### config.mk
export PLATFORM = sky130hd
export DESIGN_NAME = operand_sequencer_flat
export DESIGN_NICKNAME = d
export VERILOG_FILES = /design/src/rtl/operand_sequencer_if.sv /design/src/rtl/operand_sequencer.sv /design/src/flat_wrapper.sv
export SDC_FILE = /design/constraint.sdc
export NUM_CORES = 1
export LEC_CHECK = 0
export ABC_AREA = 1
export ABC_CLOCK_PERIOD_IN_PS = 1700
export CORE_UTILIZATION = 46
export CTS_CLUSTER_DIAMETER = 120
export DETAILED_ROUTE_END_ITERATION = 10
export PLACE_DENSITY = 0.9
export SETUP_SLACK_MARGIN = 0.1
export SLEW_MARGIN = 20
export SYNTH_ARGS = -nofsm -noshare
export SYNTH_HDL_FRONTEND = slang
export SYNTH_SLANG_ARGS = --single-unit
### constraint.sdc
create_clock -name clk -period 1.7 [get_ports clk]
set_clock_uncertainty 0.2 [all_clocks]
set_input_delay 0.51 -clock clk [delete_from_list [all_inputs] [get_ports clk]]
set_output_delay 0.51 -clock clk [all_outputs]
set_load 0.02 [all_outputs]
### src/rtl/operand_sequencer_if.sv
// Operand/result bus between the sequencer and the external 7-bit adder.
// The sequencer is the master: it drives operands and reads back the sum.
interface operand_sequencer_if;
    logic [6:0] A;
    logic [6:0] B;
    logic       C_in;
    logic [6:0] S;
    logic       C_out;

    modport master (output A, B, C_in, input S, C_out);
    modport slave  (input A, B, C_in, output S, C_out);
endinterface

### src/rtl/operand_sequencer.sv
// Button-driven sequencer that loads two operands from switches into an
// external adder, waits one settle cycle, and snapshots the sum.
module operand_sequencer (
    input  logic                      clk,
    input  logic                      reset,
    input  logic [6:0]                SW,
    input  logic                      CIN_SW,
    input  logic                      btn_load,
    input  logic                      btn_clear,
    operand_sequencer_if.master       adder,
    output logic [7:0]                result,
    output logic                      valid,
    output logic [1:0]                state,
    output logic [3:0]                op_count
);

    typedef enum logic [1:0] {
        LOAD_A  = 2'd0,
        LOAD_B  = 2'd1,
        COMPUTE = 2'd2,
        DONE    = 2'd3
    } state_e;

    state_e     cur_state, nxt_state;
    logic [1:0] sync1, sync2, dly, armed, pulse;
    logic [1:0] settle_cnt;
    logic       settle_done;
    logic       load_pulse, clr_pulse;
    logic       cap_a, cap_b, cap_res, drop_valid, do_clear;
    logic [6:0] a_q, b_q;
    logic       cin_q;

    assign settle_done = (settle_cnt == 2'd2);

    // Bit 0 = load, bit 1 = clear. A button is armed only after it has been
    // seen low once the chain has flushed, so a press held through reset is ignored.
    // NOTE: sequential state uses non-blocking assignments so every flop samples pre-edge values.
    always_ff @(posedge clk) begin
        if (reset) begin
            sync1      <= '0;
            sync2      <= '0;
            dly        <= '0;
            armed      <= '0;
            settle_cnt <= '0;
        end else begin
            sync1 <= {btn_clear, btn_load};
            sync2 <= sync1;
            dly   <= sync2;
            if (!settle_done)
                settle_cnt <= settle_cnt + 2'd1;
            if (settle_done)
                armed <= armed | ~sync2;
        end
    end

    assign pulse      = sync2 & ~dly & armed;
    assign load_pulse = pulse[0];
    assign clr_pulse  = pulse[1];

    always_ff @(posedge clk) begin
        if (reset)
            cur_state <= LOAD_A;
        else
            cur_state <= nxt_state;
    end

    // NOTE: every signal gets a default before the case so no latch is inferred.
    always_comb begin
        nxt_state  = cur_state;
        cap_a      = 1'b0;
        cap_b      = 1'b0;
        cap_res    = 1'b0;
        drop_valid = 1'b0;
        do_clear   = 1'b0;
        if (clr_pulse) begin
            nxt_state = LOAD_A;
            do_clear  = 1'b1;
        end else begin
            case (cur_state)
                LOAD_A: if (load_pulse) begin
                    cap_a     = 1'b1;
                    nxt_state = LOAD_B;
                end
                LOAD_B: if (load_pulse) begin
                    cap_b     = 1'b1;
                    nxt_state = COMPUTE;
                end
                COMPUTE: begin
                    cap_res   = 1'b1;
                    nxt_state = DONE;
                end
                DONE: if (load_pulse) begin
                    drop_valid = 1'b1;
                    nxt_state  = LOAD_A;
                end
                default: nxt_state = LOAD_A;
            endcase
        end
    end

    always_ff @(posedge clk) begin
        if (reset) begin
            a_q      <= '0;
            b_q      <= '0;
            cin_q    <= 1'b0;
            result   <= '0;
            valid    <= 1'b0;
            op_count <= '0;
        end else if (do_clear) begin
            a_q    <= '0;
            b_q    <= '0;
            cin_q  <= 1'b0;
            result <= '0;
            valid  <= 1'b0;
        end else begin
            if (cap_a)
                a_q <= SW;
            if (cap_b) begin
                b_q   <= SW;
                cin_q <= CIN_SW;
            end
            if (cap_res) begin
                result <= {adder.C_out, adder.S};
                valid  <= 1'b1;
                if (op_count != 4'd15)
                    op_count <= op_count + 4'd1;
            end
            if (drop_valid)
                valid <= 1'b0;
        end
    end

    assign adder.A    = a_q;
    assign adder.B    = b_q;
    assign adder.C_in = cin_q;
    assign state      = cur_state;

endmodule

### src/flat_wrapper.sv
// flat-port wrapper written by rule: the top's interface ports become plain ports
module operand_sequencer_flat 
  (clk, reset, SW, CIN_SW, btn_load, btn_clear, result, valid, state, op_count, adder_A, adder_B, adder_C_in, adder_S, adder_C_out);
  operand_sequencer_if adder_i ();
  input  logic clk;
  input  logic reset;
  input  logic [6:0] SW;
  input  logic CIN_SW;
  input  logic btn_load;
  input  logic btn_clear;
  output logic [7:0] result;
  output logic valid;
  output logic [1:0] state;
  output logic [3:0] op_count;
  output wire logic [$bits(adder_i.A)-1:0] adder_A;
  output wire logic [$bits(adder_i.B)-1:0] adder_B;
  output wire logic [$bits(adder_i.C_in)-1:0] adder_C_in;
  input wire logic [$bits(adder_i.S)-1:0] adder_S;
  input wire logic [$bits(adder_i.C_out)-1:0] adder_C_out;
  assign adder_A = adder_i.A;
  assign adder_B = adder_i.B;
  assign adder_C_in = adder_i.C_in;
  assign adder_i.S = adder_S;
  assign adder_i.C_out = adder_C_out;
  operand_sequencer u_core (.clk(clk), .reset(reset), .SW(SW), .CIN_SW(CIN_SW), .btn_load(btn_load), .btn_clear(btn_clear), .adder(adder_i), .result(result), .valid(valid), .state(state), .op_count(op_count));
endmodule
== After elaboration in Yosys (flattened, before gate mapping) ==
Index checks and enable logic that the tools add are counted.
Storage, ports and cells
  bits in registers: 40
  bits of input ports: 20
Cells by class
  $add $sub $neg: 2
  eq/ne operators: 8
  mux-type cells: 14
  bitwise gates (word level): 6
  reduce and logical (&&, ||, !) cells: 6
Operators with widths (number)
  two-way mux 1 bit: 10
  one-hot mux 2 bit (4 select lines): 1
  == test 2 bit, second input constant: 3
  two-way mux 2 bit: 3
  inequality test 2 x 1 -> 1 bit, second input constant: 3
  AND reduction 3 bit: 2
  adder 4 x 1 -> 4 bit, second input constant: 1
  bitwise AND 2 bit: 2
  inequality test 4 bit, second input constant: 1
  inverter 2 bit: 2
  OR reduction 2 bit: 2
  OR reduction 3 bit: 1
  adder 2 x 1 -> 2 bit, second input constant: 1
  == test 2 x 1 -> 1 bit, second input constant: 1
  zero test 2 bit: 1
  bitwise OR 2 bit: 1
  inverter 1 bit: 1

== Depth between registers and ports, before layout ==
Gate-level depths: netlist of run 1.
  word-level depth: 7
  depth in mapped cells: 8
  mapped depth without buffers: 8

== Least setup slack after synthesis of run 1 ==
Ideal clock, no wire load.
  path kind: register -> register
  start point: register u_core.cur_state[1] (netlist: u_core.state[1])
  end point: register u_core.cur_state[0] (netlist: u_core.state[0])
  library setup time: 0.116 ns
  arrival time: 1.312 ns
  data required time: 1.384 ns
  path slack: 0.072 ns
  stages on the path, launching flop included: 9
  buffers on the path: 0
  clock period less this slack: 1.628 ns
  cell sequence: dfxtp_1 > inv_1 > ha_1 > inv_1 > nand3_1 > nand2_1 > inv_1 > nor2_1 > nor2_1
On the way
  longest elaborated chain between the ends: 3
  elaborated cells on any way between the ends: 9
RTL lines
  start: declaration: line operand_sequencer.sv:24  | state_e cur_state, nxt_state;
  start signal: assignment: line operand_sequencer.sv:64  | cur_state <= nxt_state;
  == test 2 bit, or another cell as far along: line operand_sequencer.sv:79  | case (cur_state)
  inequality test 2 x 1 -> 1 bit (no line)
  AND reduction 3 bit (no line)
Several ways; a longest one is shown, not always the timed one.
A chain may end at the register's enable or synchronous reset.

== Final worst setup path of run 1 ==
  start point: register u_core.a_q[3] (netlist: u_core.adder.A[3])
  end point: output adder_A[3]
RTL lines
  start: declaration: line operand_sequencer.sv:30  | logic [6:0] a_q, b_q;
  start signal: assignment: line operand_sequencer.sv:103  | a_q <= '0;
  start signal: assignment: line operand_sequencer.sv:110  | a_q <= '0;
  start signal: assignment: line operand_sequencer.sv:117  | a_q <= SW;
  end: declaration: line flat_wrapper.sv:15  | output wire logic [$bits(adder_i.A)-1:0] adder_A;
No word-level cell between the ends.

==> results of run 1 <==
## logic make-up after synthesis
logic type | after synthesis | share of synthesized area [%]
compound gates | 36 | 13.1
fa+ha+maj | 7 | 5.26
xor+xnor | 1 | 0.526
flops | 40 | 48.1
simple gates | 88 | 26.4
buf+inv | 23 | 6.69
## placed cells by master (no fill, tap or decap), types with 8 or more instances in the layout
master,netlist,final
clkdlybuf4s50_1,0,19
buf_4,1,47
inv_1,17,12
nor2_1,61,59
dfxtp_1,40,16
o21ai_0,16,16
a21oi_1,9,8
nand2_1,11,10
dfxtp_2,0,24
o21ai_2,10,10
## what timing repair did
item                                    in CTS  in global routing
resized for setup                          143                 44
pin swaps                                    0                  5
endpoints found under the setup margin      36                 50
setup buffers                                0                 13
## power by group through the flow
stage          combinational, mW  sequential (mW)  clock, mW
3_3_place_gp               0.886             1.20          0
6_report                    1.06             1.19      0.619
3_5_place_dp               0.912             1.20          0
5_1_grt                     1.16             1.20      0.677
2_1_floorplan              0.393             1.34          0
4_1_cts                    0.861             1.20      0.631
## cell usage after synthesis (all sizes together)
cell type,number
inv,19
xor2,1
o21ai,27
nand3,5
nor2,65
ha,7
or2,1
buf,3
dfxtp,40
clkbuf,1
nand2,16
nand4,1
a21oi,9
## metrics by stage
step / cell area [um^2] / cells
floorplan: 1670 / 195
global placement: 2240 / 294
detailed placement: 2240 / 294
CTS: 2210 / 302
global route: 2410 / 315
finish: 2410 / 315
## per-layer routing
layer / GRT usage, % / up-vias
met2: 30.4 / 39
met1: 23.9 / 658
met4: 7.85 / 0
li1: - / 762
met5: 0 / -
met3: 5.70 / 9
## worst paths after layout
path	start	end	slack, ns	cells past startpoint
worst min-delay path	u_core.sync1[0]$_SDFF_PP0_	u_core.sync2[0]$_SDFF_PP0_	0.21	2
worst max-delay path	u_core.adder.A[3]$_SDFFE_PP0P_	adder_A[3]	0.13	1
worst min register to register	u_core.sync1[0]$_SDFF_PP0_	u_core.sync2[0]$_SDFF_PP0_	0.21	2
worst max register to register	u_core.state[1]$_SDFFE_PP0P_	u_core.state[1]$_SDFFE_PP0P_	0.18	9
## flip-flops by register name (all words and copies together) (netlist names)
name               count
u_core.adder.A         7
u_core.adder.B         7
u_core.adder.C_in      1
u_core.armed           2
u_core.dly             2
u_core.op_count        4
u_core.result          8
u_core.settle_cnt      2
u_core.state           2
u_core.sync1           2
u_core.sync2           2
u_core.valid           1
## cell type report
class	instances	area share [%]
Sequential cell	40	34.5
Tap cell	46	2.39
Timing Repair Buffer	70	23.9
Multi-Input combinational cell	132	32.8
Inverter	19	3.27
Clock inverter	2	1.45
Clock buffer	6	1.71
==> impl_metrics.yaml, run 1 <==
sta:
  layout_setup_ws_ns: 0.126
  slew_violations: 0
  timing.fmax_ghz: 0.635
  fin_tns_setup_ns: 0
  min_period_ns: 1.57
  final.period_utilization_pct: 92.6
  hold_viol_final: 0
  rsz0062_at_grt: "true"
  relSlewSlack_pct: 85.6
  hold_ws_ns: 0.211
  worst_pin_slew_ns: 0.215
  setup_viol: 0
layout:
  n_antenna_cell: 0
  nets: 295
  area.growth.synth_to_final_pct: 44.6
  drive_gt1_share_pct: 43.1
  utilization_pct: 71.1
  seq_area_um2: 831
  multi_input_area_um2: 790
  fill_cells: 257
power_and_ir_drop:
  combPwrFrac_pct: 36.9
  power.density_mw_per_mm2: 1190
  peakVddDrop_mv: 0.725
  leakagePower_nw: 1.16
  netSwitchingPower_mw: 0.967
  clkPwrFrac_pct: 21.6
  p_int_mw: 1.90
  switching_share_pct: 33.8
  total_power_mw: 2.87
  pwr-share-seq_pct: 41.5
setup_path:
  startpoint_type: "flop"
  cp.required_ns: 0.99
  critPathKind: "reg -> out"
  critPathMaxStageDelay_ns: 0.37
  crit_arrival_ns: 0.86
  crit_fanout: 2
  path_buf_inv: 1
  slowest_stage: "dfxtp_1"
  end_kind: "output port"
  cp_cell_sequence: "buf_4"
  critPathTopFamily: "flip-flops"
routing:
  drc_errors: 0
  totalWireLength_um: 3720
  vias_per_cell: 4.66
  ant_nets: 0
  drtIter0Drc: 68
  first_pass_iters: 4
  wire_per_inst_um: 11.8
  drt-met1-wl_um: 1570
  dr_wl_met3_um: 205
  top_layer: "met4"
  met2WireLength_um: 1870
  vias: 1468
synthesis:
  ys_seq_area_share_pct: 48.1
  synth_area_per_cell_um2: 8.54
  synthTopCellsByArea: "dfxtp_1 48%, nor2_1 14%, ha_1 5.3%"
  ys_types: 23
  syn_area_mm2: 0.00167
  synth_seq_cells: 40
  synth_top_area_share_pct: 48.1
  syn-num-nets: 222
  yosys_warnings: 0
  syn_inst: 195
  synth_top_cell_by_area: "dfxtp_1"
floorplan:
  rows: 21
  core-area_mm2: 0.00339
  die_area_mm2: 0.00387
  die_h_um: 62.2
  die_w_um: 62.2
  start_util_pct: 49.1
  pin_count: 50
global_routing:
  grt_pass1_vias: 1268
  grt_antenna_before_repair: 0
  grt_overflow: 0
  grt_pass1_wl_um: 5790
  grt_max_degree: 27
  grt_use_total_pct: 19.0
cts:
  hold_buffers: 0
  clock-sinks: 40
  cts.clk_slew.worst_paths_ns: 0.12
  numCtsBuffers: 5
  htreeDepth: 2
  cts_tree: "built"
  clockBufferDepth: 2
  clk_latency_ns: 0.36
  cts-root-buf: "clkbuf_4"
place:
  port_buffers: 49
  place_ws_ns: -0.173
  hpwl_um: 2410
  gp_congestion: 0.752
run_status:
  status: "completed"
run:
  drv_cap: 0
min_path:
  hp-class: "reg -> reg"
(Power assumes the default switching activity.)
==> run 2: changes to the inputs <==
--- a/config.mk
+++ b/config.mk
@@ -7,11 +7,11 @@
 export LEC_CHECK = 0
 export ABC_AREA = 1
 export ABC_CLOCK_PERIOD_IN_PS = 1700
+export CORE_MARGIN = 10
 export CORE_UTILIZATION = 46
 export CTS_CLUSTER_DIAMETER = 120
 export DETAILED_ROUTE_END_ITERATION = 10
 export PLACE_DENSITY = 0.9
-export SETUP_SLACK_MARGIN = 0.1
 export SLEW_MARGIN = 20
 export SYNTH_ARGS = -nofsm -noshare
 export SYNTH_HDL_FRONTEND = slang
==> impl_metrics.yaml, run 2 (synthesized netlist as in run 1, its figures left out) <==
floorplan:
  die_w_um: 80.2
  core-area_mm2: 0.00342
  die_area_mm2: 0.00643
  pin_count: 50
  rows: 21
  die_h_um: 80.2
  start_util_pct: 48.8
routing:
  totalWireLength_um: 3650
  vias: 1429
  wire_per_inst_um: 12.1
  drtIter0Drc: 148
  drc_errors: 0
  ant_nets: 0
  vias_per_cell: 4.73
  first_pass_iters: 4
cts:
  cts-root-buf: "clkbuf_4"
  htreeDepth: 2
  cts.clk_slew.worst_paths_ns: 0.12
  hold_buffers: 0
  clk_latency_ns: 0.34
  numCtsBuffers: 5
  cts_tree: "built"
  clock-sinks: 40
  clockBufferDepth: 2
  post_cts_buffers: 0
sta:
  final.period_utilization_pct: 98.3
  slew_violations: 0
  worst_pin_slew_ns: 0.266
  hold_viol_final: 0
  min_period_ns: 1.67
  timing.fmax_ghz: 0.599
  relSlewSlack_pct: 82.3
  layout_setup_ws_ns: 0.0296
  rsz0062_at_grt: "false"
  setup_viol: 0
power_and_ir_drop:
  peakVddDrop_mv: 0.646
  power.density_mw_per_mm2: 1120
  leakagePower_nw: 1.05
  total_power_mw: 2.50
setup_path:
  slowest_stage: "dfxtp_1"
  reg2reg_slack_ns: 0.15
  cp.required_ns: 0.99
  crit_arrival_ns: 0.96
  cp_cell_sequence: "clkdlybuf4s15_2"
  critPathKind: "reg -> out"
  startpoint: "u_core.adder.B[3]$_SDFFE_PP0P_"
  path_buf_inv: 1
  critPathTopFamily: "flip-flops"
  critPathMaxStageDelay_ns: 0.36
  crit_fanout: 2
  timing.rr.start: "u_core.state[0]$_SDFFE_PP0P_"
  startpoint_type: "flop"
  end_kind: "output port"
run_status:
  status: "completed"
layout:
  fill_cells: 311
  mostFrequentLayoutCell: "nor2_1"
  nets: 282
  seq_area_um2: 802
  regMostFlops: "u_core.result"
  multi_input_area_um2: 758
  area.growth.synth_to_final_pct: 33.8
  drive_gt1_share_pct: 28.9
  layout_common_cells: "61 x nor2_1, 39 x dfxtp_1, 19 x clkdlybuf4s50_1"
  n_antenna_cell: 0
  largest_reg_flops: 8
  utilization_pct: 65.2
global_routing:
  grt_pass1_wl_um: 6160
  grt_use_total_pct: 11.7
  grt_max_degree: 27
  grt_pass1_vias: 1411
  grt_overflow: 0
  grt_antenna_before_repair: 0
place:
  hpwl_um: 2780
  gp_congestion: 0.768
  place_ws_ns: -0.187
  port_buffers: 49
min_path:
  hp-class: "reg -> reg"
  hold_start: "u_core.sync1[1]$_SDFF_PP0_"
run:
  drv_cap: 0
## run 2: changes by cell type in the layout (fill, tap and decap cells not counted), moves of 2 or more
cell,change
nor2_2,-2
buf_2,+16
buf_6,-2
buf_4,-39
nor2_1,+2
inv_2,-2
dfxtp_1,+23
ha_4,-2
clkdlybuf4s15_2,+12
dfxtp_2,-23
inv_1,+3
## run 2: layer usage
metal  GRT usage, %  up-vias  wire (um)
met3           4.45       10        280
met4           4.40        0         47
met5              0        -          0
met1           12.8      632       1630
li1               -      739          -
met2           20.0       48       1690
## run 2: cell type report
| type | count | area share, % |
|---|---|---|
| repair buffers | 57 | 21.3 |
| well taps | 46 | 2.58 |
| inverters | 19 | 3.31 |
| clock inverters | 2 | 0.449 |
| flip-flops and latches | 40 | 36.0 |
| multi-input cells | 132 | 34.0 |
| clock buffers | 6 | 2.30 |
## run 2: worst min-delay path: stages (launching register included)
cell     delay, ns
dfxtp_1       0.32
inv_1         0.04
nor2_1        0.03
## run 2: final timing paths
check | to | cells past startpoint
setup / recovery | adder_B[3] | 1
hold / removal | u_core.sync2[1]$_SDFF_PP0_ | 2
setup reg to reg | u_core.adder.A[6]$_SDFFE_PP0P_ | 8
hold reg to reg | u_core.sync2[1]$_SDFF_PP0_ | 2
## run 2: power breakdown
part           internal [mW]  switching [mW]  total, mW
logic                  0.333           0.504      0.837
clock network          0.197           0.294      0.491
registers               1.08          0.0866       1.17
total                   1.61           0.885       2.50
## run 2: per-stage QoR
step	cell area (um^2)	hold slack, ns	instances	TNS (ns)
after global placement	2240	0.190	294	-2.54
final	2230	0.213	302	0
after CTS	2280	0.216	302	0
after floorplan	1670	0.188	195	0
after detailed placement	2240	0.200	294	-3.12
after global routing	2230	0.230	302	0
## run 2: what timing repair did
item / 4_1_cts / 5_1_grt
resized for setup: 99 / 14
pin swaps: 0 / 0
setup endpoints to repair: 30 / 21
gates cloned: 0 / 0
==> run 3: changes to the inputs <==
--- a/config.mk
+++ b/config.mk
@@ -12,7 +12,6 @@
 export CTS_CLUSTER_DIAMETER = 120
 export DETAILED_ROUTE_END_ITERATION = 10
 export PLACE_DENSITY = 0.9
-export SLEW_MARGIN = 20
 export SYNTH_ARGS = -nofsm -noshare
 export SYNTH_HDL_FRONTEND = slang
 export SYNTH_SLANG_ARGS = --single-unit
==> results of run 3 <==
No change in the layout: final DEF, timing and power equal those of run 2.
